File: config.mk
export PLATFORM = sky130hd
export DESIGN_NAME = clk_div_ctrl
export DESIGN_NICKNAME = d
export VERILOG_FILES = /design/src/rtl/clk_ctrl_pkg.sv /design/src/rtl/clk_div_ctrl.sv
export SDC_FILE = /design/constraint.sdc
export NUM_CORES = 1
export LEC_CHECK = 0
export ABC_AREA = 1
export BUFFER_PORTS_ARGS = -buffer_cell sky130_fd_sc_hd__buf_2
export CAP_MARGIN = 20
export CORE_MARGIN = 8
export CORE_UTILIZATION = 30
export DETAILED_ROUTE_END_ITERATION = 10
export PLACE_DENSITY = 0.45
export SETUP_SLACK_MARGIN = 0.3
export SYNTH_ARGS = -nofsm -noshare
export SYNTH_HDL_FRONTEND = slang
export SYNTH_SLANG_ARGS = --single-unit
File: constraint.sdc
create_clock -name clk_i -period 4.1 [get_ports clk_i]
set_input_delay 1.23 -clock clk_i [delete_from_list [all_inputs] [get_ports clk_i]]
set_output_delay 1.23 -clock clk_i [all_outputs]
set_load 0.005 [all_outputs]
File: src/rtl/clk_ctrl_pkg.sv
//------------------------------------------------------------------------------
// clk_ctrl_pkg : shared types and constants for the clock divider controller
// Revision     : 1.0 - initial release
//------------------------------------------------------------------------------
`default_nettype none

package clk_ctrl_pkg;

   typedef enum logic [1:0] {
      ST_IDLE = 2'd0,
      ST_RUN  = 2'd1,
      ST_PEND = 2'd2
   } state_e;

   localparam int unsigned C_RESET_DIV = 1;

endpackage

`default_nettype wire

File: src/rtl/clk_div_ctrl.sv
//------------------------------------------------------------------------------
// clk_div_ctrl : programmable clock-enable divider with glitch-free ratio update
// Revision     : 1.0 - initial release
//------------------------------------------------------------------------------
`default_nettype none

module clk_div_ctrl
   import clk_ctrl_pkg::*;
#(
   parameter int unsigned DIV_WIDTH = 8,
   parameter int unsigned RESET_DIV = C_RESET_DIV
) (
   input  logic                 clk_i,
   input  logic                 rst_ni,
   input  logic                 en_i,
   input  logic                 cfg_valid_i,
   output logic                 cfg_ready_o,
   input  logic [DIV_WIDTH-1:0] cfg_div_i,
   output logic                 clk_en_o,
   output logic                 clk_div_o,
   output logic [DIV_WIDTH-1:0] div_o
);

   localparam logic [DIV_WIDTH-1:0] c_reset_div = DIV_WIDTH'(RESET_DIV);
   localparam logic [DIV_WIDTH-1:0] c_one       = DIV_WIDTH'(1);
   localparam logic [DIV_WIDTH:0]   c_one_w     = (DIV_WIDTH+1)'(1);

   state_e                 r_state, w_state_nxt;
   logic [DIV_WIDTH-1:0]   r_cnt, w_cnt_nxt;
   logic [DIV_WIDTH-1:0]   r_div, w_div_nxt;
   logic [DIV_WIDTH-1:0]   r_pend, w_pend_nxt;
   logic [DIV_WIDTH-1:0]   w_cnt_step;
   logic [DIV_WIDTH:0]     w_half;
   logic                   w_active;
   logic                   w_bypass;
   logic                   w_bnd;
   logic                   w_hs;

   // All output decode uses registered state only; no input reaches an output.
   assign w_active    = (r_state != ST_IDLE);
   assign w_bypass    = (r_div <= c_one);
   assign w_half      = ({1'b0, r_div} + c_one_w) >> 1;
   assign w_bnd       = w_active && (w_bypass || (r_cnt == r_div - c_one));
   assign w_cnt_step  = w_bnd ? '0 : r_cnt + c_one;

   assign cfg_ready_o = (r_state != ST_PEND);
   assign clk_en_o    = w_bnd;
   assign clk_div_o   = w_active && (w_bypass || ({1'b0, r_cnt} < w_half));
   assign div_o       = r_div;
   assign w_hs        = cfg_valid_i && cfg_ready_o;

   always_comb begin
      w_state_nxt = r_state;
      w_cnt_nxt   = r_cnt;
      w_div_nxt   = r_div;
      w_pend_nxt  = r_pend;
      case (r_state)
         ST_IDLE: begin
            w_cnt_nxt = '0;
            if (w_hs) begin
               w_div_nxt = cfg_div_i;
            end
            if (en_i) begin
               w_state_nxt = ST_RUN;
            end
         end
         ST_RUN: begin
            if (!en_i) begin
               // A ratio offered on the disabling edge takes effect immediately.
               w_state_nxt = ST_IDLE;
               w_cnt_nxt   = '0;
               if (w_hs) begin
                  w_div_nxt = cfg_div_i;
               end
            end else begin
               w_cnt_nxt = w_cnt_step;
               if (w_hs) begin
                  w_pend_nxt  = cfg_div_i;
                  w_state_nxt = ST_PEND;
               end
            end
         end
         ST_PEND: begin
            if (!en_i) begin
               w_state_nxt = ST_IDLE;
               w_cnt_nxt   = '0;
               w_div_nxt   = r_pend;
            end else if (w_bnd) begin
               w_state_nxt = ST_RUN;
               w_cnt_nxt   = '0;
               w_div_nxt   = r_pend;
            end else begin
               w_cnt_nxt = w_cnt_step;
            end
         end
         default: begin
            w_state_nxt = ST_IDLE;
            w_cnt_nxt   = '0;
         end
      endcase
   end

   always_ff @(posedge clk_i) begin
      if (!rst_ni) begin
         r_state <= ST_IDLE;
         r_cnt   <= '0;
         r_div   <= c_reset_div;
         r_pend  <= c_reset_div;
      end else begin
         r_state <= w_state_nxt;
         r_cnt   <= w_cnt_nxt;
         r_div   <= w_div_nxt;
         r_pend  <= w_pend_nxt;
      end
   end

endmodule

`default_nettype wire

==> metrics.sh, run 1 <==
RESULT_OF_THE_RUN='finished, final reports clean'
SYNTH_SIMPLE_GATE_AREA_SHARE_PCT=36.3
WORSTREGTOREGCELLS=17
SYNTHTOPCELLSBYAREA='sky130_fd_sc_hd__dfxtp_1 (28%), sky130_fd_sc_hd__nand2_1 (11%), sky130_fd_sc_hd__ha_1 (10%)'
CLKSLEWWORSTSETUPHOLDPATHS_PS=100
MAPPEDNETLISTAREA_UM2=1840
GRT_PASS1_WL_UM=7440
SYNTH-COMPOUND-AREA-SHARE_PCT=8.37
SYNTH_FP_NETS=293
CTS.SINK_COUNT=26
R2R_START='div_o[0]$_SDFFE_PN1P_'
YOSYS.AREA_SHARE.XOR_XNOR_PCT=6.19
SYNTH_LARGEST_TYPE_AREA_FRACTION_PCT=28.3
CORE_AREA_UM2=5920
TIMING.SETUP.TNS_PS=0
GLOBALPLACE.CONGESTION=0.782
SETUP_VIOLATIONS=0
SYNTH_ADDER_AREA_SHARE_PCT=10.2
HTREE_NUM_LEVELS=1
COMBINATIONAL_FAMILY_WITH_THE_MOST_AREA_AFTER_SYNTHESIS='simple AND/OR/NAND/NOR gates'
POWER_DENSITY_nW_PER_UM2=631
DESIGN.PORTCOUNT=23
CLOCK_TREE_FROM_TRITONCTS='done'
ROOT_BUFFER='sky130_fd_sc_hd__clkbuf_8'
FINAL_LAYOUT_SIZE_SUFFIX_GT1_SHARE_PCT=22.2
PORT-BUFFER-COUNT=22
WORST-PATH-MAX-FANOUT=5
CHIPWIDTH_UM=94.3
SYNTH_FF_TYPE='sky130_fd_sc_hd__dfxtp_1'
CTS_MADE_BUFFERS=3
CLOCK_POWER_SHARE_PCT=15.9
N_ANTENNA_CELL=0
ANTENNA_FOUND_INITIAL=0
MIN_DELAY_PATH_DEPTH=2
HOLD_PATH_STARTPOINT='r_pend[0]$_SDFFE_PN1P_'
YOSYS_REGISTER_BITS=26
P_SWITCHING_W=0.000613
SKEW_PS=6.60
PWR-SHARE-COMB_PCT=55.6
NETLIST-CELL-TYPE-COUNT=30
REG2REG_SETUP_SLACK_PS=1670
VDD_IR_DROP_MAX_V=0.000255
POST-SYNTH-TOP-AREA-CELL='sky130_fd_sc_hd__dfxtp_1'
POWER_SWITCHING_SHARE_PCT=45.0
NETS=321
SEQ_POWER_SHARE_PCT=28.5
FINALCRITPERIODSHARE_PCT=89.2
ROW_COUNT=28
NUMBER_OF_SYNTHESIZED_FLOPS_WITH_AN_ENABLE_PIN=0
AVGSYNTHCELLAREA_UM2=6.91
DRT-INITIAL-DRC-COUNT=69
ROUTED_WIRELENGTH_UM=4430
DR.PASS1.ITERS=4
RELSLEWSLACK_PCT=54.4
POSTSYNTH.ASYNCRESETSHARE_PCT=0
FINALHOLDVIOLCOUNT=0
CRIT-REG2REG-CAPTURE='div_o[1]$_SDFFE_PN0P_'
INSERTION_DELAY_PS=280
GRT_MAX_DEGREE=20
MAX_FREQ_MHz=274
NUMBER_OF_GLOBAL_ROUTE_VIAS_BEFORE_REPAIR=1564
AVGVIACOUNTPERCELL=4.54
SYNTH_SEQUENTIAL_AREA_RATIO_PCT=28.3
ANT_NETS=0
DP_CELLS=358
SLEW_VIOL_FINAL=0
DPL.HPWL_UM=3580
TIGHTESTPINTRANSITION_PS=680
SYNTHMUXAREASHARE_PCT=2.18
DIE_HEIGHT_UM=94.3
YS_WARN_COUNT=0
FLOORPLAN.INITIALDENSITY_PCT=31.1
DETAILROUTE.VIA_COUNT=1672
WORST_SETUP_PATH_END_KIND='output pin'
TOTAL_LEAKAGE_POWER_nW=0.972
CAP_VIOLATIONS=0
REMAINING_DRC_ERRORS=0
CTSLONGESTPATHBUFFERS=2
WORSTPATHARRIVAL_PS=2430
MIN_TO='r_pend[0]$_SDFFE_PN1P_'
POWER_INTERNAL_W=0.000749
PERIOD_NEEDED_PS=3660
GR-TOTAL-OVERFLOW=0
NATURE_OF_THE_CRITICAL_PATH_STARTPOINT='flop'
DIE_AREA_UM2=8890
LAYOUT.CELLS.MOST_COMMON_LIST='sky130_fd_sc_hd__nand2_1 (56), sky130_fd_sc_hd__nor2_1 (31), sky130_fd_sc_hd__inv_1 (26), sky130_fd_sc_hd__dfxtp_1 (23), sky130_fd_sc_hd__buf_2 (22)'
LAYOUT.CELLS.MOST_COMMON='sky130_fd_sc_hd__nand2_1'
CP.REQUIRED_PS=2870
LAYOUTNONFILLERINSTCOUNT=368
SETUP_REPAIR_AFTER_GLOBAL_ROUTING_MISSED_ITS_MARGIN='yes'
HOLD_PATH.CLASS='reg -> reg'
GRT_USE_TOTAL_PCT=10.2
AREA.GROWTH.SYNTH_TO_FINAL_PCT=17.4
POST_DRT_WL_PER_CELL_UM=12.0
SYNTHCELLS=266
TIMING.SETUP.CRITICAL_PATH_CLASS='reg -> out'
[critical path, cell delays in order, from the launching register on]
cell,delay (ps)
sky130_fd_sc_hd__dfxtp_4,390
sky130_fd_sc_hd__clkinvlp_4,120
sky130_fd_sc_hd__nor3_2,120
sky130_fd_sc_hd__inv_1,80
sky130_fd_sc_hd__nor2_2,120
sky130_fd_sc_hd__inv_1,70
sky130_fd_sc_hd__nor3_2,180
sky130_fd_sc_hd__nand2_1,80
sky130_fd_sc_hd__xor2_1,150
sky130_fd_sc_hd__ha_1,280
sky130_fd_sc_hd__nand2_1,70
sky130_fd_sc_hd__inv_1,40
sky130_fd_sc_hd__nand4_1,80
sky130_fd_sc_hd__o211ai_1,80
sky130_fd_sc_hd__a21oi_1,160
sky130_fd_sc_hd__buf_2,130
[worst max path at each step]
| stage | from | endpoint | slack [ps] | cells past startpoint |
|---|---|---|---|---|
| after global routing | div_o[0]$_SDFFE_PN1P_ | clk_div_o | 210 | 15 |
| after floorplan | div_o[0]$_SDFFE_PN1P_ | clk_div_o | 880 | 14 |
| after detailed placement | div_o[0]$_SDFFE_PN1P_ | clk_div_o | 520 | 15 |
| final | div_o[0]$_SDFFE_PN1P_ | clk_div_o | 440 | 15 |
| after CTS | div_o[0]$_SDFFE_PN1P_ | clk_div_o | 350 | 15 |
| after global placement | div_o[0]$_SDFFE_PN1P_ | clk_div_o | 590 | 15 |
[layout make-up]
cell class,count,area (um2)
well taps,75,93.8
fillers,673,3760
clock inverters,1,30.0
flip-flops and latches,26,529
clock buffers,3,41.3
inverters,33,128
repair buffers,29,163
multi-input cells,201,1170
[routing by layer]
metal / vias to the layer above / wire [um] / track usage (%)
met5: - / 0 / 0
met2: 22 / 2000 / 15.9
met3: 2 / 166 / 2.80
met1: 730 / 2240 / 13.8
met4: 0 / 27 / 1.98
li1: 918 / - / -
[per-stage QoR]
step           setup WS, ps  hold slack (ps)  total power (W)  utilization (%)  instance area (um2)
3_3_place_gp            593              460          0.00113             34.1                 2020
3_5_place_dp            517              463          0.00112             34.1                 2020
2_1_floorplan           877              446         0.000933                -                 1840
5_1_grt                 209              546          0.00151             36.5                 2160
4_1_cts                 355              491          0.00135             35.4                 2100
6_report                445              491          0.00136             36.5                 2160
[cell usage after synthesis, types with 2 or more instances]
library cell / number
sky130_fd_sc_hd__mux2i_1: 4
sky130_fd_sc_hd__buf_2: 2
sky130_fd_sc_hd__nor2_2: 7
sky130_fd_sc_hd__a21oi_1: 8
sky130_fd_sc_hd__o21ai_0: 12
sky130_fd_sc_hd__ha_1: 15
sky130_fd_sc_hd__nand2_1: 56
sky130_fd_sc_hd__nand2_2: 6
sky130_fd_sc_hd__xnor2_1: 7
sky130_fd_sc_hd__inv_2: 5
sky130_fd_sc_hd__o211ai_1: 4
sky130_fd_sc_hd__inv_1: 28
sky130_fd_sc_hd__nor2_1: 32
sky130_fd_sc_hd__or2_2: 2
sky130_fd_sc_hd__nand4_1: 10
sky130_fd_sc_hd__nor3_1: 10
sky130_fd_sc_hd__nand3_2: 2
sky130_fd_sc_hd__nand3_1: 12
sky130_fd_sc_hd__clkbuf_1: 3
sky130_fd_sc_hd__xor2_1: 6
sky130_fd_sc_hd__dfxtp_1: 26
[power by group through the flow]
stage	clock, W	combinational [W]	sequential, W
2_1_floorplan	0	0.000559	0.000374
3_3_place_gp	0	0.000732	0.000396
3_5_place_dp	0	0.000724	0.000396
4_1_cts	0.000227	0.000731	0.000392
5_1_grt	0.000236	0.000878	0.000400
6_report	0.000216	0.000758	0.000388
[state kept, by name, indices dropped and copies added, names as in the netlist]
register / cells
r_cnt: 8
r_state: 2
div_o: 8
r_pend: 8
[logic make-up after synthesis]
family                     Yosys count
adders and majority gates           15
muxes                                4
buffers and inverters               39
DFF                                 26
and+or+nand+nor                    142
AOI/OAI and AO/OA                   27
xor gates and xnor gates            13
[repair_timing]
action / CTS / global route
pin swaps: 0 / 4
gates resized for setup: 3 / 7
hold buffers: 0 / 0
setup endpoints to repair: 1 / 1
setup buffers: 0 / 6
endpoints found under the hold margin: 0 / 0
(Power assumes the default switching activity.)
==> run 2: changes to the inputs <==
- CORE_MARGIN: 8 -> 2
==> run 2 against run 1 <==
Compared with the run above:
- setup slack better by 30 ps
- core utilization barely moved
- combinational power up 2%
- critical endpoint unchanged
==> metrics.sh, run 2 (synthesis results as in run 1) <==
RESULT_OF_THE_RUN='finished, final reports clean'  # unchanged
GRTUSAGEMET1_PCT=19.0  # was 13.8%
DPL.HPWL_UM=3440  # was 3580 um
POWER_DENSITY_nW_PER_UM2=619  # was 631 nW/um2
P_SWITCHING_W=0.000620  # was 0.000613 W
N_ANTENNA_CELL=0  # unchanged
DIE_AREA_UM2=6770  # was 8890 um2
ROW_COUNT=28  # unchanged
POST_DRT_WL_PER_CELL_UM=11.9  # was 12.0 um
AVGVIACOUNTPERCELL=4.55  # was 4.54
HOLD_PATH_STARTPOINT='r_pend[0]$_SDFFE_PN1P_'  # unchanged
TIMING.SETUP.CRITICAL_PATH_CLASS='reg -> out'  # unchanged
MIN_DELAY_PATH_DEPTH=2  # unchanged
DP_SLACK_PS=535  # was 517 ps
SETUP_REPAIR_AFTER_GLOBAL_ROUTING_MISSED_ITS_MARGIN='no'  # was yes
MAX_FREQ_MHz=276  # was 274 MHz
GRT_UTIL_MET2_PCT=21.0  # was 15.9%
CP.REQUIRED_PS=2870  # about the same
REMAINING_DRC_ERRORS=0  # unchanged
HTREE_NUM_LEVELS=1  # unchanged
CLOCK_POWER_SHARE_PCT=12.8  # was 15.9%
GLOBALPLACE.CONGESTION=0.738  # was 0.782
TIMING.SETUP.TNS_PS=0  # unchanged
CORE_AREA_UM2=5920  # unchanged
SEQ_POWER_SHARE_PCT=29.3  # was 28.5%
AREA.SEQUENTIAL_UM2=532  # was 529 um2
FINAL_CORE_UTILIZATION_PCT=36.5  # about the same
REG2REG_SETUP_SLACK_PS=1700  # was 1670 ps
CLKSLEWWORSTSETUPHOLDPATHS_PS=90  # was 100 ps
DR.PASS1.ITERS=4  # unchanged
DETAILROUTE.VIA_COUNT=1684  # was 1672
TOTAL_LEAKAGE_POWER_nW=0.974  # was 0.972 nW
LAYOUT.CELLS.MOST_COMMON_LIST='sky130_fd_sc_hd__nand2_1 (56), sky130_fd_sc_hd__nor2_1 (31), sky130_fd_sc_hd__inv_1 (25), sky130_fd_sc_hd__dfxtp_1 (23), sky130_fd_sc_hd__buf_2 (22)'  # was sky130_fd_sc_hd__nand2_1 (56), sky130_fd_sc_hd__nor2_1 (31), sky130_fd_sc_hd__inv_1 (26), sky130_fd_sc_hd__dfxtp_1 (23), sky130_fd_sc_hd__buf_2 (22)
ANT_NETS=0  # unchanged
SETUP_WS_PS=474  # was 445 ps
FINALCRITPERIODSHARE_PCT=88.4  # was 89.2%
INSERTION_DELAY_PS=270  # was 280 ps
LAYOUT.CELLS.MOST_COMMON='sky130_fd_sc_hd__nand2_1'  # unchanged
GRT_MAX_DEGREE=20  # unchanged
CRIT-REG2REG-CAPTURE='div_o[2]$_SDFFE_PN0P_'  # was div_o[1]$_SDFFE_PN0P_
USE_MET3_PCT=1.85  # was 2.80%
PERIOD_NEEDED_PS=3630  # was 3660 ps
DRT-INITIAL-DRC-COUNT=54  # was 69
CHIPWIDTH_UM=82.3  # was 94.3 um
FINAL_LAYOUT_SIZE_SUFFIX_GT1_SHARE_PCT=23.1  # was 22.2%
CTSLONGESTPATHBUFFERS=2  # unchanged
AREA.GROWTH.SYNTH_TO_FINAL_PCT=17.5  # was 17.4%
CRIT_PATH_TOP_DELAY_CELL='sky130_fd_sc_hd__dfxtp_4'  # unchanged
RELSLEWSLACK_PCT=49.3  # was 54.4%
SETUP.WORST_PATH.START='div_o[0]$_SDFFE_PN1P_'  # unchanged
HOLD_PATH.CLASS='reg -> reg'  # unchanged
VDD_IR_DROP_MAX_V=0.000240  # was 0.000255 V
SLEW_VIOL_FINAL=0  # unchanged
R2R_START='div_o[0]$_SDFFE_PN1P_'  # unchanged
WORST-PATH-MAX-FANOUT=5  # unchanged
POWER_INTERNAL_W=0.000718  # was 0.000749 W
NATURE_OF_THE_CRITICAL_PATH_STARTPOINT='flop'  # unchanged
FLOORPLAN.INITIALDENSITY_PCT=31.1  # unchanged
WORSTPATHARRIVAL_PS=2400  # was 2430 ps
NUMBER_OF_GLOBAL_ROUTE_VIAS_BEFORE_REPAIR=1461  # was 1564
CTS.SINK_COUNT=26  # unchanged
FINALHOLDVIOLCOUNT=0  # unchanged
ROUTED_WIRELENGTH_UM=4410  # was 4430 um
TIGHTESTPINTRANSITION_PS=753  # was 680 ps
DIE_HEIGHT_UM=82.3  # was 94.3 um
PWR-SHARE-COMB_PCT=57.9  # was 55.6%
WORSTREGTOREGCELLS=17  # unchanged
FINALHOLDWORSTSLACK_PS=502  # was 491 ps
POWER_SWITCHING_SHARE_PCT=46.3  # was 45.0%
CRITICAL_PATH.CELL_CHAIN='clkinvlp_4 > nor3_2 > inv_1 > nor2_2 > inv_2 > nor3_2 > nand2_1 > xor2_1 > ha_1 > nand2_1 > inv_1 > nand4_1 > o211ai_1 > a21oi_1 > buf_2'  # was clkinvlp_4 > nor3_2 > inv_1 > nor2_2 > inv_1 > nor3_2 > nand2_1 > xor2_1 > ha_1 > nand2_1 > inv_1 > nand4_1 > o211ai_1 > a21oi_1 > buf_2
ROOT_BUFFER='sky130_fd_sc_hd__clkbuf_8'  # unchanged
GLOBAL_ROUTING_S_BUSIEST_LAYER='met2'  # unchanged
CAP_VIOLATIONS=0  # unchanged
ANTENNA_FOUND_INITIAL=0  # unchanged
GR-TOTAL-OVERFLOW=0  # unchanged
WORST_SETUP_PATH_END_KIND='output pin'  # unchanged
CP_SLOWEST_STAGE_DELAY_PS=390  # about the same
PORT-BUFFER-COUNT=22  # unchanged
CLOCK_TREE_FROM_TRITONCTS='done'  # unchanged
MIN_TO='r_pend[0]$_SDFFE_PN1P_'  # unchanged
DESIGN.PORTCOUNT=23  # unchanged
SETUP_VIOLATIONS=0  # unchanged
MULTIINPUTGATEAREA_UM2=1170  # unchanged
SKEW_PS=4.89  # was 6.60 ps
GRT_PASS1_WL_UM=7020  # was 7440 um
GRT_USE_TOTAL_PCT=13.2  # was 10.2%
NETS=323  # was 321
CTS_MADE_BUFFERS=3  # unchanged
FILL_CELLS=676  # was 673
-- run 2: cell count changes in the layout (fill, tap and decap cells not counted), sizes merged --
cell / delta
buf: +2
bufinv: -1
clkbuf: +1
-- run 2: layout make-up --
cell class | count | share of cell area (%)
clock buffers | 4 | 2.55
inverters | 33 | 5.91
multi-input cells | 201 | 54.4
flip-flops and latches | 26 | 24.6
well taps | 75 | 4.34
repair buffers | 31 | 8.22
-- run 2: timing repair --
item / in CTS / in global routing
resized for setup: 2 / 10
hold buffers: 0 / 0
pin swaps: 0 / 4
endpoints found under the hold margin: 0 / 0
buffers inserted: 0 / 8
setup endpoints to repair: 1 / 1
-- run 2: metrics by stage --
stage / total power [W] / cell area (um2) / instances
2_1_floorplan: 0.000933 / 1840 / 266
3_3_place_gp: 0.00112 / 2020 / 358
3_5_place_dp: 0.00112 / 2020 / 358
4_1_cts: 0.00130 / 2080 / 362
5_1_grt: 0.00149 / 2160 / 370
6_report: 0.00134 / 2160 / 370
-- run 2: worst max-delay path: cells and delay by family (launching register included) --
family	cells	cell delay, ps
AOI/OAI and AO/OA	2	240
xor gates and xnor gates	1	150
adders and majority gates	1	270
buffers and inverters	5	400
DFF	1	390
and+or+nand+nor	6	660
-- run 2: worst max-delay path by stage --
stage | endpoint | cells after the start | slack (ps)
floorplan | clk_div_o | 14 | 880
global placement | clk_div_o | 15 | 590
detailed placement | clk_div_o | 15 | 540
CTS | clk_div_o | 15 | 310
global route | clk_div_o | 15 | 240
finish | clk_div_o | 15 | 470
-- run 2: metal layers --
metal / up-vias / share of wire, %
met5: - / 0
met2: 22 / 46
met1: 743 / 51
met4: 0 / 0.091
met3: 2 / 2.6
li1: 917 / -
-- run 2: power groups by stage --
| stage | clock, W | sequential, W | combinational, W |
|---|---|---|---|
| detailed placement | 0 | 0.000397 | 0.000722 |
| global route | 0.000190 | 0.000403 | 0.000897 |
| finish | 0.000171 | 0.000392 | 0.000775 |
| floorplan | 0 | 0.000374 | 0.000559 |
| global placement | 0 | 0.000395 | 0.000729 |
| CTS | 0.000181 | 0.000394 | 0.000729 |
